--- src/rtl/half_act_pkg.sv ---
// Shared types and fp16 constants for the half-precision activation sequencer.
// Optional feature macro: HALF_ACT_NAN_PROPAGATE_EN (NaN inputs collapse to a canonical quiet NaN).
package half_act_pkg;

  typedef enum logic [1:0] {
    MODE_PASS     = 2'd0,
    MODE_RELU     = 2'd1,
    MODE_LEAKY    = 2'd2,
    MODE_HARDTANH = 2'd3
  } act_mode_e;

  typedef enum logic [1:0] {
    ST_IDLE = 2'd0,
    ST_RUN  = 2'd1,
    ST_DONE = 2'd2
  } seq_state_e;

  localparam logic [15:0] HALF_ONE      = 16'h3C00;
  localparam logic [15:0] HALF_QNAN     = 16'h7E00;
  localparam logic [15:0] HALF_NEG_ZERO = 16'h8000;

  function automatic logic is_nan(input logic [15:0] x);
    return (x[14:10] == 5'h1F) && (x[9:0] != 10'h000);
  endfunction

endpackage

--- src/rtl/half_act_lane.sv ---
// One fp16 activation lane with a registered result.
// Optional feature macro: HALF_ACT_NAN_PROPAGATE_EN.
module half_act_lane
  import half_act_pkg::*;
(
  input  logic        clk,
  input  logic        rst,
  input  act_mode_e   mode,
  input  logic [15:0] a,
  output logic [15:0] c
);

  logic [15:0] res;

  always_comb begin
    res = a;
    case (mode)
      MODE_RELU: begin
        if (a[15]) res = 16'h0000;
      end
      // Divide by 8 via exponent; negatives too small to stay normal flush to -0.
      MODE_LEAKY: begin
        if (a[15] && (a[14:10] != 5'h1F)) begin
          if (a[14:10] > 5'd3) res = {1'b1, a[14:10] - 5'd3, a[9:0]};
          else                 res = HALF_NEG_ZERO;
        end
      end
      MODE_HARDTANH: begin
        if (a[14:0] > HALF_ONE[14:0]) res = {a[15], HALF_ONE[14:0]};
      end
      default: res = a;
    endcase
`ifdef HALF_ACT_NAN_PROPAGATE_EN
    if (is_nan(a)) res = HALF_QNAN;
`else
`endif
  end

  always_ff @(posedge clk) begin
    if (rst) c <= 16'h0000;
    else     c <= res;
  end

endmodule

--- src/rtl/half_activation_seq_v.sv ---
// Sequences an fp16 vector through LANES activation lanes, BEATS beats per vector.
// Optional feature macro: HALF_ACT_NAN_PROPAGATE_EN (passed through to the lanes).
module half_activation_seq_v
  import half_act_pkg::*;
#(
  parameter int WIDTH = 10,
  parameter int LANES = 2
) (
  input  logic        clk,
  input  logic        rst,
  input  logic        in_valid,
  output logic        in_ready,
  input  logic [1:0]  mode,
  input  logic [15:0] vector_a [WIDTH],
  output logic        out_valid,
  input  logic        out_ready,
  output logic [15:0] vector_c [WIDTH]
);

  localparam int BEATS = (WIDTH + LANES - 1) / LANES;
  localparam int BW    = $clog2(BEATS + 1);
  localparam logic [BW-1:0] LAST_BEAT = BW'(BEATS);

  seq_state_e  state, next_state;
  act_mode_e   mode_q;
  logic [15:0] a_reg [WIDTH];
  logic [BW-1:0] beat_cnt, wr_beat_q;
  logic        wr_en_q;
  logic        accept;
  logic [15:0] lane_in  [LANES];
  logic [15:0] lane_out [LANES];

  assign accept = in_valid && in_ready;

  always_ff @(posedge clk) begin
    if (rst) state <= ST_IDLE;
    else     state <= next_state;
  end

  // RUN lasts BEATS issue cycles plus one drain cycle for the last lane result.
  always_comb begin
    next_state = state;
    case (state)
      ST_IDLE: if (in_valid)               next_state = ST_RUN;
      ST_RUN:  if (beat_cnt == LAST_BEAT)  next_state = ST_DONE;
      ST_DONE: if (out_ready)              next_state = ST_IDLE;
      default:                             next_state = ST_IDLE;
    endcase
  end

  always_comb begin
    in_ready  = (state == ST_IDLE) && !rst;
    out_valid = (state == ST_DONE);
  end

  always_comb begin
    for (int l = 0; l < LANES; l++) begin
      lane_in[l] = 16'h0000;
      for (int i = 0; i < WIDTH; i++) begin
        if (i == int'(beat_cnt) * LANES + l) lane_in[l] = a_reg[i];
      end
    end
  end

  for (genvar l = 0; l < LANES; l++) begin : g_lane
    half_act_lane u_lane (
      .clk  (clk),
      .rst  (rst),
      .mode (mode_q),
      .a    (lane_in[l]),
      .c    (lane_out[l])
    );
  end

  // Lane results land one cycle after issue; padded indices never match a slot.
  always_ff @(posedge clk) begin
    if (rst) begin
      beat_cnt  <= '0;
      wr_beat_q <= '0;
      wr_en_q   <= 1'b0;
      mode_q    <= MODE_PASS;
      for (int i = 0; i < WIDTH; i++) begin
        a_reg[i]    <= 16'h0000;
        vector_c[i] <= 16'h0000;
      end
    end else begin
      if (accept) begin
        mode_q   <= act_mode_e'(mode);
        beat_cnt <= '0;
        for (int i = 0; i < WIDTH; i++) a_reg[i] <= vector_a[i];
      end
      if (state == ST_RUN) begin
        wr_en_q   <= (beat_cnt != LAST_BEAT);
        wr_beat_q <= beat_cnt;
        if (beat_cnt == LAST_BEAT) beat_cnt <= '0;
        else                       beat_cnt <= beat_cnt + 1'b1;
      end else begin
        wr_en_q <= 1'b0;
      end
      if (wr_en_q) begin
        for (int l = 0; l < LANES; l++) begin
          for (int i = 0; i < WIDTH; i++) begin
            if (i == int'(wr_beat_q) * LANES + l) vector_c[i] <= lane_out[l];
          end
        end
      end
    end
  end

endmodule

--- config.mk ---
export PLATFORM = sky130hd
export DESIGN_NAME = half_activation_seq_v
export DESIGN_NICKNAME = d
export VERILOG_FILES = /design/src/rtl/half_act_pkg.sv /design/src/rtl/half_act_lane.sv /design/src/rtl/half_activation_seq_v.sv
export SDC_FILE = /design/constraint.sdc
export NUM_CORES = 1
export LEC_CHECK = 0
export CORE_AREA = 2 2 165 167
export CTS_BUF_LIST = sky130_fd_sc_hd__clkbuf_4 sky130_fd_sc_hd__clkbuf_8
export CTS_CLUSTER_SIZE = 20
export DETAILED_ROUTE_END_ITERATION = 10
export DIE_AREA = 0 0 167 169
export GPL_TIMING_DRIVEN = 1
export PLACE_DENSITY = 0.92
export SLEW_MARGIN = 20
export SYNTH_ARGS = -nofsm -noshare
export SYNTH_HDL_FRONTEND = slang
export SYNTH_SLANG_ARGS = --single-unit
export TNS_END_PERCENT = 5
--- constraint.sdc ---
create_clock -name clk -period 14.9 [get_ports clk]
set_clock_uncertainty 0.2 [all_clocks]
set_input_delay 2.98 -clock clk [delete_from_list [all_inputs] [get_ports clk]]
set_output_delay 2.98 -clock clk [all_outputs]
set_load 0.03 [all_outputs]
==> run metrics <==
average instance area after synthesis=9.966 um2; distinct cell type count after synthesis=76; outcome=complete, no violations; final antenna diode count=0; Avg WL per Cell=between 15 and 20 um; min Tclk post-route=~8.1 ns; number of max-capacitance violations reported=0; instance count of the mapped netlist=around 1500; relative max-transition margin=around 25%; estimated wirelength of the detail-placed design=28.52 mm; standard-cell row count=60; dominant register cell in the synthesized netlist=sky130_fd_sc_hd__dfxtp_1; most repeated cell in the gate-level netlist after synthesis=sky130_fd_sc_hd__nand2_1; endpoints failing setup=0; horizontal die dimension=167 um; fraction of post-synthesis cell area in the top cell type by area=32.18%; PD cells=between 100 and 150 mW/mm2; sequential element share of the synthesized area=between 50 and 60%; Final GP Congestion=0.8696; global-route usage over all layers=29.04%; cell count along the critical path=4; buffer type at the clock tree root=sky130_fd_sc_hd__clkbuf_8; ratio of cells with drive above 1 in the final layout=8.430%; cell type group with the largest total delay on the critical path=buffers and inverters; critical-path cell list=buf_6 -> nor3_2 -> buf_6 -> clkdlybuf4s50_1; required time at the endpoint of the critical path=~12 ns; total count of hold-check failures in the final report=0; Clock Pin Slew Worst Setup and Hold Paths=roughly 0.06 ns; Die Y-Extent=~170 um; Post-Syn Nets=between 1500 and 2000; fin nets=around 1900; count of pins over their slew limit=0; Async S/R FF share, synth=0%; CP max stage delay=0.82 ns; Crit Path Class=in -> out; number of synthesized flops with an enable pin=160; Worst Max-Slew Pin Slew=approximately 1.1 ns; flop and latch count out of synthesis=363; via count of the first global-routing pass=around 12000; Max H-tree Level=2; # Post-CTS Setup Buffers=0; maximum number of pins on one net before global-route repair=163; Initial Utilization=between 50 and 60%; DR vias/cell=between 5 and 6; core area=~0.027 mm2; path category of the worst min-delay check=reg -> reg; worst hold path depth=2; count of buffering cells on the critical path with inverters included=3; most frequent cells after synthesis=363 x sky130_fd_sc_hd__nand2_1, 203 x sky130_fd_sc_hd__dfxtp_1, 187 x sky130_fd_sc_hd__a21oi_1; peak clock frequency supported by timing=~120 MHz; clock sink count=around 360; number of buffers created by CTS=53; worst ir drop on vdd=slightly above 0.07 mV; Worst path slowest cell=sky130_fd_sc_hd__clkdlybuf4s50_1; # DRC=0; data arrival at the endpoint of the critical path=roughly 4.9 ns; Post-Synthesis Cell Area=0.01493 mm2; ANT nets after route=0; Setup TNS Final=0 ns; static leakage power=approximately 7.3 nW; Port Buffers=327; sum of overflow across all layers after global routing=0; area enclosed by the die boundary=around 0.028 mm2; total wire length=42.75 mm; TritonCTS clock tree=built; setup repair after global routing missed its margin=false; post_cts resized=0; antenna violations before repair=0; Critical Path Sink Type=output pin; number of warnings reported in the yosys synthesis log=0; layout overhead on the synthesized area=29.26%; post-cts hold buffer count=0; clock latency on the worst-skew pair=roughly 0.58 ns; Synth area leaders=sky130_fd_sc_hd__edfxtp_1 32%, sky130_fd_sc_hd__dfxtp_1 27%, sky130_fd_sc_hd__nand2_1 9.1%, sky130_fd_sc_hd__and3_1 7.0%, sky130_fd_sc_hd__a21oi_1 6.3%; first-pass GRT wire length=64.81 mm; largest driver fanout on the critical path=about 160; dominant cell type by area after synthesis=sky130_fd_sc_hd__edfxtp_1; most repeated library cell on the critical path=sky130_fd_sc_hd__buf_6; total number of vias=12800; cell area after layout=between 0.015 and 0.02 mm2; DR pass1 iterations=6; critical path startpoint category=input port; final cycle utilization of the critical path=between 50 and 60%; standard cell area after detailed placement=0.01826 mm2; IO Count=approximately 330; starting DRC count in detailed routing=around 1500; maximum buffer depth of the clock tree=3; length in cells of the worst reg-to-reg path=13
==> tightest hold or removal path: cells and delay by family, from the launching register on <==
kind,cells,cell delay (ns)
compound gates,1,0.05
flops,1,0.31
simple gates,1,0.05
==> per-layer routing <==
metal	share of wire (%)	global-route usage (%)	vias to the layer above
li1	-	-	5834
met4	3.6	12.41	0
met2	47	47.95	913
met5	0	0	-
met3	11	6.219	128
met1	38	37.23	5926
==> placed cells by master, fill, tap and decap left out, types with 3 or more instances in the layout <==
cell,Yosys,final
sky130_fd_sc_hd__a21oi_1,187,187
sky130_fd_sc_hd__a211oi_2,5,5
sky130_fd_sc_hd__o21ai_0,16,16
sky130_fd_sc_hd__edfxtp_1,160,160
sky130_fd_sc_hd__a22oi_1,6,6
sky130_fd_sc_hd__mux2i_1,16,16
sky130_fd_sc_hd__nor2_2,6,9
sky130_fd_sc_hd__a211oi_1,3,3
sky130_fd_sc_hd__and2_1,7,7
sky130_fd_sc_hd__a221o_1,13,13
sky130_fd_sc_hd__nor3_2,0,3
sky130_fd_sc_hd__a222oi_1,8,8
sky130_fd_sc_hd__a22o_1,6,6
sky130_fd_sc_hd__nand4_1,3,3
sky130_fd_sc_hd__nand2_1,363,363
sky130_fd_sc_hd__buf_4,2,14
sky130_fd_sc_hd__nor2b_1,6,5
sky130_fd_sc_hd__clkdlybuf4s50_1,0,325
sky130_fd_sc_hd__mux2_2,12,12
sky130_fd_sc_hd__a21oi_2,4,4
sky130_fd_sc_hd__a221oi_1,9,9
sky130_fd_sc_hd__dfxtp_1,203,201
sky130_fd_sc_hd__nand3_1,3,3
sky130_fd_sc_hd__o21bai_1,12,12
sky130_fd_sc_hd__or2_2,3,3
sky130_fd_sc_hd__and3_1,167,167
sky130_fd_sc_hd__nand2b_1,12,12
sky130_fd_sc_hd__nor2_1,23,20
sky130_fd_sc_hd__nor3_1,8,5
sky130_fd_sc_hd__clkbuf_4,0,20
sky130_fd_sc_hd__a31oi_1,8,8
sky130_fd_sc_hd__clkbuf_8,0,57
sky130_fd_sc_hd__nand3b_1,17,17
sky130_fd_sc_hd__o22a_1,4,4
sky130_fd_sc_hd__clkinv_1,0,7
sky130_fd_sc_hd__a21o_1,3,3
sky130_fd_sc_hd__o2bb2ai_1,6,6
sky130_fd_sc_hd__o22ai_1,6,6
sky130_fd_sc_hd__inv_1,22,21
==> logic make-up after synthesis <==
logic type / Yosys count / share of synthesized area [%]
AND/OR/NAND/NOR: 637 / 20.70
adder cells (fa/ha/maj): 3 / 0.2515
XOR/XNOR: 3 / 0.1760
AO/OA/AOI/OAI: 316 / 13.34
multiplexers: 30 / 2.129
flip-flops: 363 / 59.40
buffers and inverters: 146 / 3.998
==> metrics by stage <==
step	std cells	hold WS [ns]	util, %	setup WS [ns]	total power, W
floorplan	1498	0.2445	-	7.737	0.001283
global placement	2057	0.2419	68.90	6.569	0.001376
detailed placement	2057	0.2469	68.90	6.564	0.001386
CTS	2144	0.2550	72.79	6.559	0.002158
global route	2144	0.2772	72.82	6.644	0.002226
finish	2144	0.2525	72.82	6.785	0.002157
==> where the power goes <==
group | leakage, nW | switching, W | internal, W
clock | 0.541 | 0.000355 | 0.000431
sequential | 3.37 | 0.0000378 | 0.00110
combinational | 3.40 | 0.000132 | 0.000102
==> final cells by class <==
class,count,area (um2)
clock inverter,10,93.84
clock buffer,77,934.6
tap,341,426.7
fill,1708,7203
multi-input combinational,989,5499
timing repair buffer,341,3381
inverter,23,91.34
sequential,363,8871
==> worst paths after layout <==
kind                                  to           from  slack [ns]
hold reg to reg            vector_c[136]  vector_c[136]        0.25
setup reg to reg  g_lane[1].u_lane.c[11]    beat_cnt[2]       10.27
hold / removal             vector_c[136]  vector_c[136]        0.25
setup / recovery                in_ready            rst        6.78
Note: power is estimated with default switching activity, not from simulation.
